**config.mk**
```make
export PLATFORM = sky130hd
export DESIGN_NAME = ps2_keymap_decoder_flat
export DESIGN_NICKNAME = d
export VERILOG_FILES = /design/src/rtl/ps2_keymap_decoder_if.sv /design/src/rtl/ps2_keymap_decoder.sv /design/src/flat_wrapper.sv
export SDC_FILE = /design/constraint.sdc
export NUM_CORES = 1
export LEC_CHECK = 0
export CAP_MARGIN = 20
export CORE_MARGIN = 5
export CORE_UTILIZATION = 55
export CTS_CLUSTER_DIAMETER = 40
export DETAILED_ROUTE_END_ITERATION = 10
export DONT_BUFFER_PORTS = 1
export HOLD_SLACK_MARGIN = 0.02
export PLACE_DENSITY = 0.74
export SLEW_MARGIN = 20
export SYNTH_ARGS = -nofsm -noshare
export SYNTH_HDL_FRONTEND = slang
export SYNTH_SLANG_ARGS = --single-unit
export TNS_END_PERCENT = 5
```
**constraint.sdc**
```tcl
create_clock -name clk -period 3.5 [get_ports clk]
set_clock_uncertainty 0.2 [all_clocks]
set_input_delay 0 -clock clk [delete_from_list [all_inputs] [get_ports clk]]
set_output_delay 0 -clock clk [all_outputs]
set_load 0.01 [all_outputs]
```
**src/rtl/ps2_keymap_decoder_if.sv**
```systemverilog
// rtl/ps2_keymap_decoder_if.sv - byte input and per-player game outputs of the PS/2 keymap decoder
interface ps2_keymap_decoder_if #(
  parameter int N_PLAYERS = 2
);
  logic [7:0]             rx_data;
  logic                   rx_done_tick;
  logic                   enable;
  logic [N_PLAYERS-1:0]   move_valid;
  logic [3*N_PLAYERS-1:0] direction;
  logic [N_PLAYERS-1:0]   bomb;
  logic [5*N_PLAYERS-1:0] held;
  logic                   start;

  modport master (
    output rx_data, rx_done_tick, enable,
    input  move_valid, direction, bomb, held, start
  );

  modport slave (
    input  rx_data, rx_done_tick, enable,
    output move_valid, direction, bomb, held, start
  );
endinterface

```
**src/rtl/ps2_keymap_decoder.sv**
```systemverilog
// rtl/ps2_keymap_decoder.sv - set-2 scan-code parser with per-player held keys, move repeat and bomb/start pulses
module ps2_keymap_decoder #(
  parameter int N_PLAYERS = 2,
  parameter logic [N_PLAYERS*45-1:0] KEYMAP = {
    9'h05A, 9'h174, 9'h16B, 9'h172, 9'h175,
    9'h029, 9'h023, 9'h01C, 9'h01B, 9'h01D
  },
  parameter int REPEAT_CYCLES  = 2_500_000,
  parameter int PREFIX_TIMEOUT = 50_000
) (
  input  logic clk,
  input  logic rst,
  ps2_keymap_decoder_if.slave bus
);
  localparam int CW = $clog2(REPEAT_CYCLES);
  localparam int TW = $clog2(PREFIX_TIMEOUT + 1);
  localparam int PW = (N_PLAYERS > 1) ? $clog2(N_PLAYERS) : 1;
  localparam logic [CW-1:0] REP_LAST = CW'(REPEAT_CYCLES - 1);
  localparam logic [TW-1:0] TMO_LAST = TW'(PREFIX_TIMEOUT - 1);
  localparam logic [2:0]    DIR_STOP = 3'd4;

  typedef enum logic [1:0] {S_IDLE, S_EXT, S_BRK, S_EXT_BRK} state_t;

  state_t               state_q, state_d;
  logic [TW-1:0]        tmo_q, tmo_d;
  logic                 ev_valid, ev_make;
  logic [8:0]           ev_code;
  logic                 hit;
  logic [PW-1:0]        hit_p;
  logic [2:0]           hit_a;
  logic [4:0]           held_q [N_PLAYERS];
  logic [4:0]           held_d [N_PLAYERS];
  logic [2:0]           dir_q  [N_PLAYERS];
  logic [2:0]           dir_d  [N_PLAYERS];
  logic [CW-1:0]        cnt_q  [N_PLAYERS];
  logic [CW-1:0]        cnt_d  [N_PLAYERS];
  logic [N_PLAYERS-1:0] move_q, move_d, bomb_q, bomb_d;
  logic                 start_q, start_d, started_q, started_d;
  logic                 is_e0, is_f0;

  assign is_e0 = (bus.rx_data == 8'hE0);
  assign is_f0 = (bus.rx_data == 8'hF0);

  always_comb begin
    state_d  = state_q;
    tmo_d    = tmo_q;
    ev_valid = 1'b0;
    ev_make  = 1'b0;
    ev_code  = 9'd0;
    if (bus.rx_done_tick) begin
      tmo_d = '0;
      unique case (state_q)
        S_IDLE: begin
          if (is_e0)      state_d = S_EXT;
          else if (is_f0) state_d = S_BRK;
          else begin
            ev_valid = 1'b1;
            ev_make  = 1'b1;
            ev_code  = {1'b0, bus.rx_data};
          end
        end
        S_EXT: begin
          if (is_f0)      state_d = S_EXT_BRK;
          else if (is_e0) state_d = S_EXT;
          else begin
            ev_valid = 1'b1;
            ev_make  = 1'b1;
            ev_code  = {1'b1, bus.rx_data};
            state_d  = S_IDLE;
          end
        end
        S_BRK: begin
          if (!(is_e0 || is_f0)) begin
            ev_valid = 1'b1;
            ev_code  = {1'b0, bus.rx_data};
            state_d  = S_IDLE;
          end
        end
        S_EXT_BRK: begin
          if (!(is_e0 || is_f0)) begin
            ev_valid = 1'b1;
            ev_code  = {1'b1, bus.rx_data};
            state_d  = S_IDLE;
          end
        end
        default: state_d = S_IDLE;
      endcase
    end else if (state_q != S_IDLE) begin
      // A prefix whose follow-up byte never arrives is abandoned silently
      if (tmo_q == TMO_LAST) begin
        state_d = S_IDLE;
        tmo_d   = '0;
      end else begin
        tmo_d = tmo_q + 1'b1;
      end
    end
  end

  always_comb begin
    hit   = 1'b0;
    hit_p = '0;
    hit_a = 3'd0;
    for (int p = 0; p < N_PLAYERS; p++) begin
      for (int a = 0; a < 5; a++) begin
        if (ev_valid && !hit && KEYMAP[(p*5+a)*9 +: 9] == ev_code) begin
          hit   = 1'b1;
          hit_p = PW'(p);
          hit_a = 3'(a);
        end
      end
    end
  end

  always_comb begin
    start_d   = 1'b0;
    started_d = started_q;
    if (hit && ev_make && !started_q) begin
      start_d   = 1'b1;
      started_d = 1'b1;
    end
    for (int p = 0; p < N_PLAYERS; p++) begin
      held_d[p] = held_q[p];
      dir_d[p]  = dir_q[p];
      cnt_d[p]  = cnt_q[p];
      move_d[p] = 1'b0;
      bomb_d[p] = 1'b0;
      if (!bus.enable || dir_q[p] == DIR_STOP) begin
        cnt_d[p] = '0;
      end else if (cnt_q[p] == REP_LAST) begin
        cnt_d[p]  = '0;
        move_d[p] = 1'b1;
      end else begin
        cnt_d[p] = cnt_q[p] + 1'b1;
      end
      if (hit && hit_p == PW'(p)) begin
        if (ev_make) begin
          // Typematic repeats of an already-held key fall through untouched
          if (!held_q[p][hit_a]) begin
            held_d[p][hit_a] = 1'b1;
            if (hit_a == 3'd4) begin
              bomb_d[p] = bus.enable;
            end else begin
              dir_d[p]  = hit_a;
              move_d[p] = bus.enable;
              cnt_d[p]  = '0;
            end
          end
        end else begin
          held_d[p][hit_a] = 1'b0;
          if (hit_a != 3'd4 && hit_a == dir_q[p]) begin
            move_d[p] = 1'b0;
            cnt_d[p]  = '0;
            dir_d[p]  = DIR_STOP;
            for (int i = 3; i >= 0; i--) begin
              if (held_d[p][i]) dir_d[p] = 3'(i);
            end
          end
        end
      end
    end
  end

  always_ff @(posedge clk) begin
    if (rst) begin
      state_q   <= S_IDLE;
      tmo_q     <= '0;
      move_q    <= '0;
      bomb_q    <= '0;
      start_q   <= 1'b0;
      started_q <= 1'b0;
      for (int p = 0; p < N_PLAYERS; p++) begin
        held_q[p] <= 5'd0;
        dir_q[p]  <= DIR_STOP;
        cnt_q[p]  <= '0;
      end
    end else begin
      state_q   <= state_d;
      tmo_q     <= tmo_d;
      move_q    <= move_d;
      bomb_q    <= bomb_d;
      start_q   <= start_d;
      started_q <= started_d;
      for (int p = 0; p < N_PLAYERS; p++) begin
        held_q[p] <= held_d[p];
        dir_q[p]  <= dir_d[p];
        cnt_q[p]  <= cnt_d[p];
      end
    end
  end

  assign bus.move_valid = move_q;
  assign bus.bomb       = bomb_q;
  assign bus.start      = start_q;

  for (genvar g = 0; g < N_PLAYERS; g++) begin : g_out
    assign bus.held[5*g +: 5]      = held_q[g];
    assign bus.direction[3*g +: 3] = dir_q[g];
  end
endmodule

```
**src/flat_wrapper.sv**
```systemverilog
// flat-port wrapper written by rule: the top's interface ports become plain ports
module ps2_keymap_decoder_flat 
#(
  parameter int N_PLAYERS = 2,
  parameter logic [N_PLAYERS*45-1:0] KEYMAP = {
    9'h05A, 9'h174, 9'h16B, 9'h172, 9'h175,
    9'h029, 9'h023, 9'h01C, 9'h01B, 9'h01D
  },
  parameter int REPEAT_CYCLES  = 2_500_000,
  parameter int PREFIX_TIMEOUT = 50_000
)
  (clk, rst, bus_rx_data, bus_rx_done_tick, bus_enable, bus_move_valid, bus_direction, bus_bomb, bus_held, bus_start);
  ps2_keymap_decoder_if #(.N_PLAYERS(N_PLAYERS)) bus_i ();
  input  logic clk;
  input  logic rst;
  input wire logic [$bits(bus_i.rx_data)-1:0] bus_rx_data;
  input wire logic [$bits(bus_i.rx_done_tick)-1:0] bus_rx_done_tick;
  input wire logic [$bits(bus_i.enable)-1:0] bus_enable;
  output wire logic [$bits(bus_i.move_valid)-1:0] bus_move_valid;
  output wire logic [$bits(bus_i.direction)-1:0] bus_direction;
  output wire logic [$bits(bus_i.bomb)-1:0] bus_bomb;
  output wire logic [$bits(bus_i.held)-1:0] bus_held;
  output wire logic [$bits(bus_i.start)-1:0] bus_start;
  assign bus_i.rx_data = bus_rx_data;
  assign bus_i.rx_done_tick = bus_rx_done_tick;
  assign bus_i.enable = bus_enable;
  assign bus_move_valid = bus_i.move_valid;
  assign bus_direction = bus_i.direction;
  assign bus_bomb = bus_i.bomb;
  assign bus_held = bus_i.held;
  assign bus_start = bus_i.start;
  ps2_keymap_decoder #(.N_PLAYERS(N_PLAYERS), .KEYMAP(KEYMAP), .REPEAT_CYCLES(REPEAT_CYCLES), .PREFIX_TIMEOUT(PREFIX_TIMEOUT)) u_core (.clk(clk), .rst(rst), .bus(bus_i));
endmodule
```
==> results.md <==
- Leak Pwr: about 1.6 nW
- Top_reg_cell synth: dfxtp_1
- Dpl cells: slightly above 600
- Initial antenna violation count: 0
- Achievable Freq: between 300 and 400 MHz
- Finished Layout Cells: 649
- Xor and xnor fraction of the mapped netlist area: 11.2%
- Crit-path cells: nand4b_1 -> or3_1 -> nand3_2 -> buf_4 -> mux2i_1 -> o21ai_0 -> nor2_1 -> nand4_1 -> a21oi_1 -> dlygate4sd3_1
- Port Buffers: 0
- VDD IR max: 0.243 mV
- Sequential share of the synthesized area: 38.5%
- Die ar.: ~9800 um^2
- Synth Instances: 526
- Largest family of logic cells by synthesized area: simple AND/OR/NAND/NOR gates
- Final Wtd Congestion: 0.952
- CTS tree: done
- First-pass GRT wire length: 16600 um
- Post-synthesis simple-gate area fraction: 33.7%
- Syn Nets: ~540
- Final hold vios: 0
- CP peak stage delay: 0.56 ns
- Core area: 7730 um^2
- Pre-antenna DRT Iters: 5
- Setup TNS: 0 ns
- Critical path class: reg -> reg
- Root Driver: clkbuf_8
- Mux cell area share after synthesis: 1.40%
- CTS clk-pin slew, worst paths: 0.09 ns
- Post-Syn Area: 4360 um^2
- Dpl hpwl: 6660 um
- Tcrit/Tclk final: 93.9%
- Post-layout util: between 60 and 70%
- Synthesis-to-layout area growth: 10.1%
- Initial Util: approximately 56%
- Routed len/inst: 14.8 um
- Layout cells sized above 1: about a tenth
- DP Worst Slack: 0.359 ns
- Type of origin of the critical path: flop
- Chip height: a little under 100 um
- CP max FO: 9
- Slew Viols, Final: 0
- Tmin final: approximately 3.3 ns
- RSZ-0062 raised after global routing: false
- # IOs: 33
- Synth Register Bits: 84
- Number of CTS-inserted buffers: 9
- Horiz. Die Dim: 99.1 um
- Required time of the critical path: 3.59 ns
- Clock Latency Late Sink: 0.34 ns
- Complex-gate fraction of the synthesized area: 10.6%
- Slew Limit Headroom: around 33%
- Number of synthesized flops with an enable pin: 0
- Row count: 32
- Synth cell types: 62
- CTS Sinks: 84
- Synth async-reset ratio: 0%
- Detailed Route WL: 9630 um
- Maximum clock insertion buffer count: 2
- Final Setup Violations: 0
- Syn. warnings: 0
- Vias/cell: 5.83
- Total GRT Usage: 20.4%
- Post-layout net count: 557
- Status: complete, no violations
- Hold crit path type: in -> reg
- PD cells: between 300 and 400 nW/um^2
- Slew @ Worst Pin: 0.999 ns
- Critical-path top delay cell: dlygate4sd3_1
- Grt ovf: 0
- Max-Cap Viols: 0
- Min setup slack post-route: around 0.21 ns
- H-Tree Depth: 3
- Largest net degree at the start of global routing: 26
- Ant. Diodes: 0
- DRC errors left: 0
- DR iter-0 viols: 272
- Adder-cell share of the synthesized area: 0.860%
- WP data arrival: 3.38 ns
- Number of global-route vias before repair: 3580
- Syn avg cell area: 8.30 um^2
- DRT antenna net count: 0
- Crit. End Element: flop
- Worst R2R Setup Slack: 0.21 ns
- DR vias: between 3000 and 4000
==> cell usage after synthesis, types with 11 or more instances <==
cell      number  area share, %
nor2_2        21            3.0
nand3_1       27            3.1
xor2_1        29            5.8
a21oi_1       19            2.2
dfxtp_1       84             39
xnor2_1       27            5.4
nor3_1        11            1.3
clkbuf_1      14            1.2
and3_1        14            2.0
nand2_1       42            3.6
inv_1         12            1.0
nor2_1        79            6.8
nand4_1       16            2.3
==> layout make-up <==
class	count	area, um^2
Multi-Input combinational cell	409	2530
Fill cell	680	2920
Timing Repair Buffer	26	245
Inverter	12	45.0
Clock inverter	5	37.5
Clock buffer	11	141
Tap cell	102	128
Sequential cell	84	1680
==> critical path, delay by kind of cell (launching register included) <==
family / cells / cell delay, ns
buffers and inverters: 2 / 0.72
and+or+nand+nor: 5 / 1.30
muxes: 1 / 0.21
AOI/OAI and AO/OA: 2 / 0.27
DFF: 1 / 0.53
==> per-stage QoR <==
stage	cell area, um^2	power [W]	hold slack (ns)
after floorplan	4360	0.00102	-0.0189
after global placement	4420	0.00101	-0.122
after detailed placement	4420	0.00102	-0.119
after CTS	4800	0.00165	0.0245
after global routing	4810	0.00169	0.0725
final	4810	0.00163	0.0606
==> power by group <==
part	internal (W)	total, W	switching, W	leakage [nW]
sequential	0.000955	0.000956	0.000000859	0.676
clock	0.000279	0.000611	0.000333	0.0855
combinational	0.0000263	0.0000598	0.0000335	0.833
total	0.00126	0.00163	0.000367	1.59
==> cell usage in the layout, fill, tap and decap left out, drive strengths merged, types with 14 or more instances in the layout <==
cell type,synthesis,layout
dfxtp,84,84
dlygate4sd3,0,20
nand4,16,16
a21oi,19,19
xnor2,27,27
nand3,28,28
and3,14,14
xor2,29,29
nand2,43,43
nor2,100,100
==> what timing repair did <==
action                     4_1_cts  5_1_grt
setup buffers                    0        0
hold endpoints to repair        41        0
hold buffers                    20        0
setup endpoints to repair        0        2
resized for setup                0        1
==> cells by family (layout without fill, tap and decap cells) <==
kind of cell / count (synthesis) / count (layout)
and+or+nand+nor: 276 / 276
AOI/OAI and AO/OA: 68 / 68
xor gates and xnor gates: 56 / 56
buffers and inverters: 33 / 54
adders and majority gates: 3 / 3
muxes: 6 / 6
DFF: 84 / 84
==> routing by layer <==
layer	global-route usage (%)	vias to the layer above	routed length [um]
li1	-	1879	-
met1	26.8	1753	4380
met4	6.41	0	131
met2	32.4	133	4440
met5	0	-	0
met3	5.80	19	671
==> final timing paths <==
path                     start               end  depth (start not counted)
max          u_core.state_q[0]              flop                         10
min             bus_rx_data[5]              flop                          4
max reg2reg  u_core.state_q[0]              flop                         10
min reg2reg   u_core.started_q  u_core.bus.start                          1
No activity file was read; power rests on OpenSTA's default activity.
